<file path="src/rtl/onehot_decoder_seq.sv">
// rtl/onehot_decoder_seq.sv - registered one-hot decoder with range check and autonomous scan mode
//
// Ports:
//   clk        system clock, rising edge
//   rst_n      asynchronous active-low reset
//   en         global enable; low freezes state and outputs, clears pulses
//   mode       0 = decode, 1 = scan
//   sel_valid  sel is valid this cycle (decode mode only)
//   sel        output index to decode
//   dwell      cycles-minus-one each scan output is held
//   res        registered one-hot output (or all zeros)
//   res_valid  res holds a valid one-hot value
//   wrap       one-cycle pulse when scan leaves index NUM_OUT-1
//   err        one-cycle pulse on out-of-range sel
module onehot_decoder_seq #(
    parameter int SEL_W   = 3,
    parameter int NUM_OUT = 8,
    parameter int DWELL_W = 4
) (
    input  logic               clk,
    input  logic               rst_n,
    input  logic               en,
    input  logic               mode,
    input  logic               sel_valid,
    input  logic [SEL_W-1:0]   sel,
    input  logic [DWELL_W-1:0] dwell,
    output logic [NUM_OUT-1:0] res,
    output logic               res_valid,
    output logic               wrap,
    output logic               err
);

    localparam int IDX_W = (NUM_OUT > 1) ? $clog2(NUM_OUT) : 1;
    localparam logic [IDX_W-1:0]   LAST_IDX = IDX_W'(NUM_OUT - 1);
    localparam logic [NUM_OUT-1:0] ONE      = NUM_OUT'(1);

    localparam logic [1:0] ST_IDLE = 2'd0;
    localparam logic [1:0] ST_HOLD = 2'd1;
    localparam logic [1:0] ST_SCAN = 2'd2;

    logic [1:0]         state;
    logic [IDX_W-1:0]   idx;
    logic [DWELL_W-1:0] dcnt;
    logic               sel_in_range;
    logic [IDX_W-1:0]   idx_next;

    // When every sel encoding maps to an output, the comparator is omitted
    // and err can never fire.
    generate
        if (NUM_OUT < (1 << SEL_W)) begin : g_range_check
            localparam logic [SEL_W:0] NUM_OUT_V = (SEL_W + 1)'(NUM_OUT);
            assign sel_in_range = ({1'b0, sel} < NUM_OUT_V);
        end else begin : g_no_range_check
            assign sel_in_range = 1'b1;
        end
    endgenerate

    assign idx_next = (idx == LAST_IDX) ? '0 : idx + IDX_W'(1);

    always_ff @(posedge clk or negedge rst_n) begin
        if (!rst_n) begin
            state     <= ST_IDLE;
            idx       <= '0;
            dcnt      <= '0;
            res       <= '0;
            res_valid <= 1'b0;
            wrap      <= 1'b0;
            err       <= 1'b0;
        end else if (!en) begin
            // Freeze everything; pulses must not stretch across a freeze.
            wrap <= 1'b0;
            err  <= 1'b0;
        end else begin
            wrap <= 1'b0;
            err  <= 1'b0;
            if (mode && (state != ST_SCAN)) begin
                state     <= ST_SCAN;
                idx       <= '0;
                dcnt      <= dwell;
                res       <= ONE;
                res_valid <= 1'b1;
            end else if (!mode && (state == ST_SCAN)) begin
                state     <= ST_IDLE;
                res       <= '0;
                res_valid <= 1'b0;
            end else if (!mode) begin
                if (sel_valid) begin
                    if (sel_in_range) begin
                        state     <= ST_HOLD;
                        res       <= ONE << sel;
                        res_valid <= 1'b1;
                    end else begin
                        state     <= ST_IDLE;
                        res       <= '0;
                        res_valid <= 1'b0;
                        err       <= 1'b1;
                    end
                end
            end else begin
                // Scanning: dwell is only sampled on reload, so a mid-scan
                // change never shortens the output currently shown.
                if (dcnt != '0) begin
                    dcnt <= dcnt - DWELL_W'(1);
                end else begin
                    idx  <= idx_next;
                    dcnt <= dwell;
                    res  <= ONE << idx_next;
                    wrap <= (idx == LAST_IDX);
                end
            end
        end
    end

endmodule

</file>
<file path="config.mk">
export PLATFORM = sky130hd
export DESIGN_NAME = onehot_decoder_seq
export DESIGN_NICKNAME = d
export VERILOG_FILES = /design/src/rtl/onehot_decoder_seq.sv
export SDC_FILE = /design/constraint.sdc
export NUM_CORES = 1
export LEC_CHECK = 0
export ABC_CLOCK_PERIOD_IN_PS = 2500
export CAP_MARGIN = 20
export CORE_AREA = 2 2 50 52
export DETAILED_ROUTE_END_ITERATION = 6
export DIE_AREA = 0 0 52 54
export GPL_ROUTABILITY_DRIVEN = 1
export PLACE_DENSITY = 0.76
export SKIP_CTS_REPAIR_TIMING = 1
export SLEW_MARGIN = 20
export SYNTH_ARGS = -nofsm -noshare
export SYNTH_HDL_FRONTEND = slang
export SYNTH_SLANG_ARGS = --single-unit
</file>
<file path="constraint.sdc">
create_clock -name clk -period 2.5 [get_ports clk]
set_clock_uncertainty 0.2 [all_clocks]
set_input_delay 0.375 -clock clk [delete_from_list [all_inputs] [get_ports clk]]
set_output_delay 0.375 -clock clk [all_outputs]
set_load 0.05 [all_outputs]
</file>
==> impl_metrics.yaml <==
outcome:
  outcome: "complete, no violations"
synth:
  ys_ff_latch: 19
  synth_xor_xnor_area_share_pct: 0
  netlist_instances: 112
  synth_top_family_by_area: "simple AND/OR/NAND/NOR gates"
  synth_simple_gate_area_share_pct: 19.6
  ys.warnings.count: 0
  synth_fa_ha_area_share_pct: 7.94
  synth-compound-area-share_pct: 17.7
  muxShareOfSynthArea_pct: 6.01
  yosysSeqAreaShare_pct: 43.1
  mappedNetlistNets: 131
  syn-cell-area_um2: 1100
  synthTopCellsByArea: "dfrtp_1, ha_1, o31ai_1, nand2_1, inv_1"
  avgSynthCellArea_um2: 9.85
  synth_top_area_share_pct: 43.1
  synth_cell_types: 41
  yosys.area.top_type: "dfrtp_1"
timing:
  worst_pin_slew_ns: 0.608
  relSlewSlack_pct: 59.4
  rsz0062_at_grt: "false"
  layout_min_cycle_time_ns: 2.30
  period_share_pct: 91.8
  slew_viol_final: 0
  setup_slack_ns: 0.204
  final-setup-viol-count: 0
  finalHoldViolCount: 0
  fmax_mhz: 435
setup_path:
  r2r_cells: 5
  required_ns: 2.50
  arrival_ns: 2.29
  critPathCaptureType: "flop"
  r2r_slack_ns: 0.20
  critPathLaunchType: "flop"
  worstSetupPathType: "reg -> reg"
  timing.rr.end: "state[0]$_DFFE_PN0P_"
  crit_fanout: 6
  r2r-start: "state[0]$_DFFE_PN0P_"
grt:
  grtUsageMet2_pct: 30.8
  met3_usage_pct: 3.06
  antenna_found_initial: 0
  grtUsageTotal_pct: 18.3
  grt_max_degree: 20
  grtUsageMet1_pct: 23.2
  grt_first_pass_wirelength_um: 3750
  grt_most_used_layer: "met2"
  grt_pass1_vias: 875
  grt_overflow: 0
final_layout:
  nNetsFinal: 158
  finalInstanceArea_um2: 1410
  diodes: 0
  final_util_pct: 60.7
  drive_gt1_share_pct: 12.3
  syn_to_final_growth_pct: 27.6
drt:
  drc: 0
  drt_iter0_drc: 21
  totalWireLength_um: 2350
  routedWlPerCell_um: 14.0
  drtAntennaViolNets: 0
  first_pass_iters: 4
  vias: 926
  vias_per_cell: 5.51
placement:
  routabilityCongestion: 0.799
  dp_hpwl_um: 1740
  portBuffers: 21
  dpl_cell_area_um2: 1370
  pre_cts_ws_ns: -0.171
pwr:
  power.total_w: 0.00145
  vdd_drop_max_v: 0.000557
  powerDensity_nw_per_um2: 1030
  leakage_nw: 0.629
job:
  cap_viol_max_count: 0
floorplan:
  die_h_um: 54
  rows: 18
  coreArea_um2: 2320
  die_w_um: 52
  dieArea_um2: 2810
  start_util_pct: 47.6
  pin_count: 23
clocking:
  clockRootBuffer: "clkbuf_4"
  cts_buffers: 3
  clkLatencyLatePin_ns: 0.30
  cts_htree_levels: 1
  clk_pin_slew_ns: 0.11
  cts_tree: "built"
  clockBufferDepth: 2
  clkSinkCount: 19
worst_hold_path:
  hold_path_class: "in -> async"
-- routing by layer --
layer	up-vias	wire length, um
met1	444	1070
li1	452	-
met5	-	0
met4	0	15
met2	28	1160
met3	2	106
-- cells in the mapped netlist --
cell type  count
dfrtp_1       19
nor2_1         7
a21oi_1        1
nor2b_1        3
o311ai_2       1
a32oi_1        1
or2_2          1
and3_1         1
and4_1         1
mux2i_1        1
and2_1         1
ha_1           7
inv_1          9
o311ai_0       1
buf_2          2
o31ai_1        8
o31a_1         1
o211ai_1       1
nor3b_4        1
a22oi_1        1
nor3_1         2
mux2_2         2
nand2b_1       2
conb_1         1
nand3b_1       1
a21o_1         1
o32a_1         2
or3_1          1
or3b_2         1
mux2_1         3
a22o_1         1
or3_4          1
nand2_1       14
a31oi_1        1
buf_4          1
nand3_1        2
o21ai_0        3
clkbuf_1       2
o22ai_1        1
nor2_2         1
o32ai_1        1
-- how the worst max path moves through the flow --
| stage | from | to | slack [ns] | depth (start not counted) |
|---|---|---|---|---|
| detailed placement | mode | res[0]$_DFFE_PN0P_ | -0.17 | 6 |
| global route | state[0]$_DFFE_PN0P_ | state[0]$_DFFE_PN0P_ | 0.07 | 5 |
| finish | state[0]$_DFFE_PN0P_ | state[0]$_DFFE_PN0P_ | 0.20 | 5 |
| floorplan | mode | res[1]$_DFFE_PN0P_ | 0.35 | 8 |
| CTS | state[0]$_DFFE_PN0P_ | res[0]$_DFFE_PN0P_ | 0.12 | 6 |
| global placement | mode | res[0]$_DFFE_PN0P_ | -0.05 | 6 |
-- critical path, stage by stage, from the launching register on --
cell,delay (ns)
dfrtp_1,0.42
nor2b_1,0.33
inv_1,0.09
ha_1,0.25
o311ai_0,0.52
mux2_2,0.39
-- through the flow --
stage | TNS, ns | cells | hold slack, ns
floorplan | 0 | 112 | -0.121
global placement | -0.238 | 164 | 0.262
detailed placement | -1.20 | 164 | 0.272
CTS | 0 | 168 | 0.215
global route | 0 | 168 | 0.236
finish | 0 | 168 | 0.201
-- state kept, by name (all words and copies together), names as in the netlist --
name,count
state,2
dcnt,4
res_valid,1
res,8
idx,3
wrap,1
-- cell type report --
type | count | area [um^2]
Sequential cell | 19 | 475
Multi-Input combinational cell | 79 | 579
Tap cell | 30 | 37.5
Clock buffer | 4 | 26.3
Inverter | 9 | 33.8
Fill cell | 200 | 912
Timing Repair Buffer | 27 | 255
-- where the power goes --
group	internal [W]	total [W]	leakage (nW)	switching, W
combinational	0.000330	0.000790	0.374	0.000461
clock	0.0000622	0.000160	0.0150	0.0000975
sequential	0.000415	0.000500	0.241	0.0000848
total	0.000807	0.00145	0.629	0.000643
-- placed cells by master (no fill, tap or decap), drive strengths merged, types with 2 or more instances in the layout --
master and count:
o311ai 2, mux2 5, clkbuf 4, nand3 2, nor2 8, clkdlybuf4s50 21, ha 7, buf 6
nand2b 2, nor3 2, o32a 2, dfrtp 19, inv 9, o21ai 3, nand2 14, or3 2
nor2b 3, o31ai 8
-- logic make-up (layout without fill, tap and decap cells) --
logic type / count (synthesis) / in the layout
and+or+nand+nor: 40 / 40
DFF: 19 / 19
buffers and inverters: 14 / 40
AOI/OAI and AO/OA: 25 / 25
muxes: 6 / 6
adders and majority gates: 7 / 7
other: 1 / 1
Note: power is estimated with default switching activity, not from simulation.
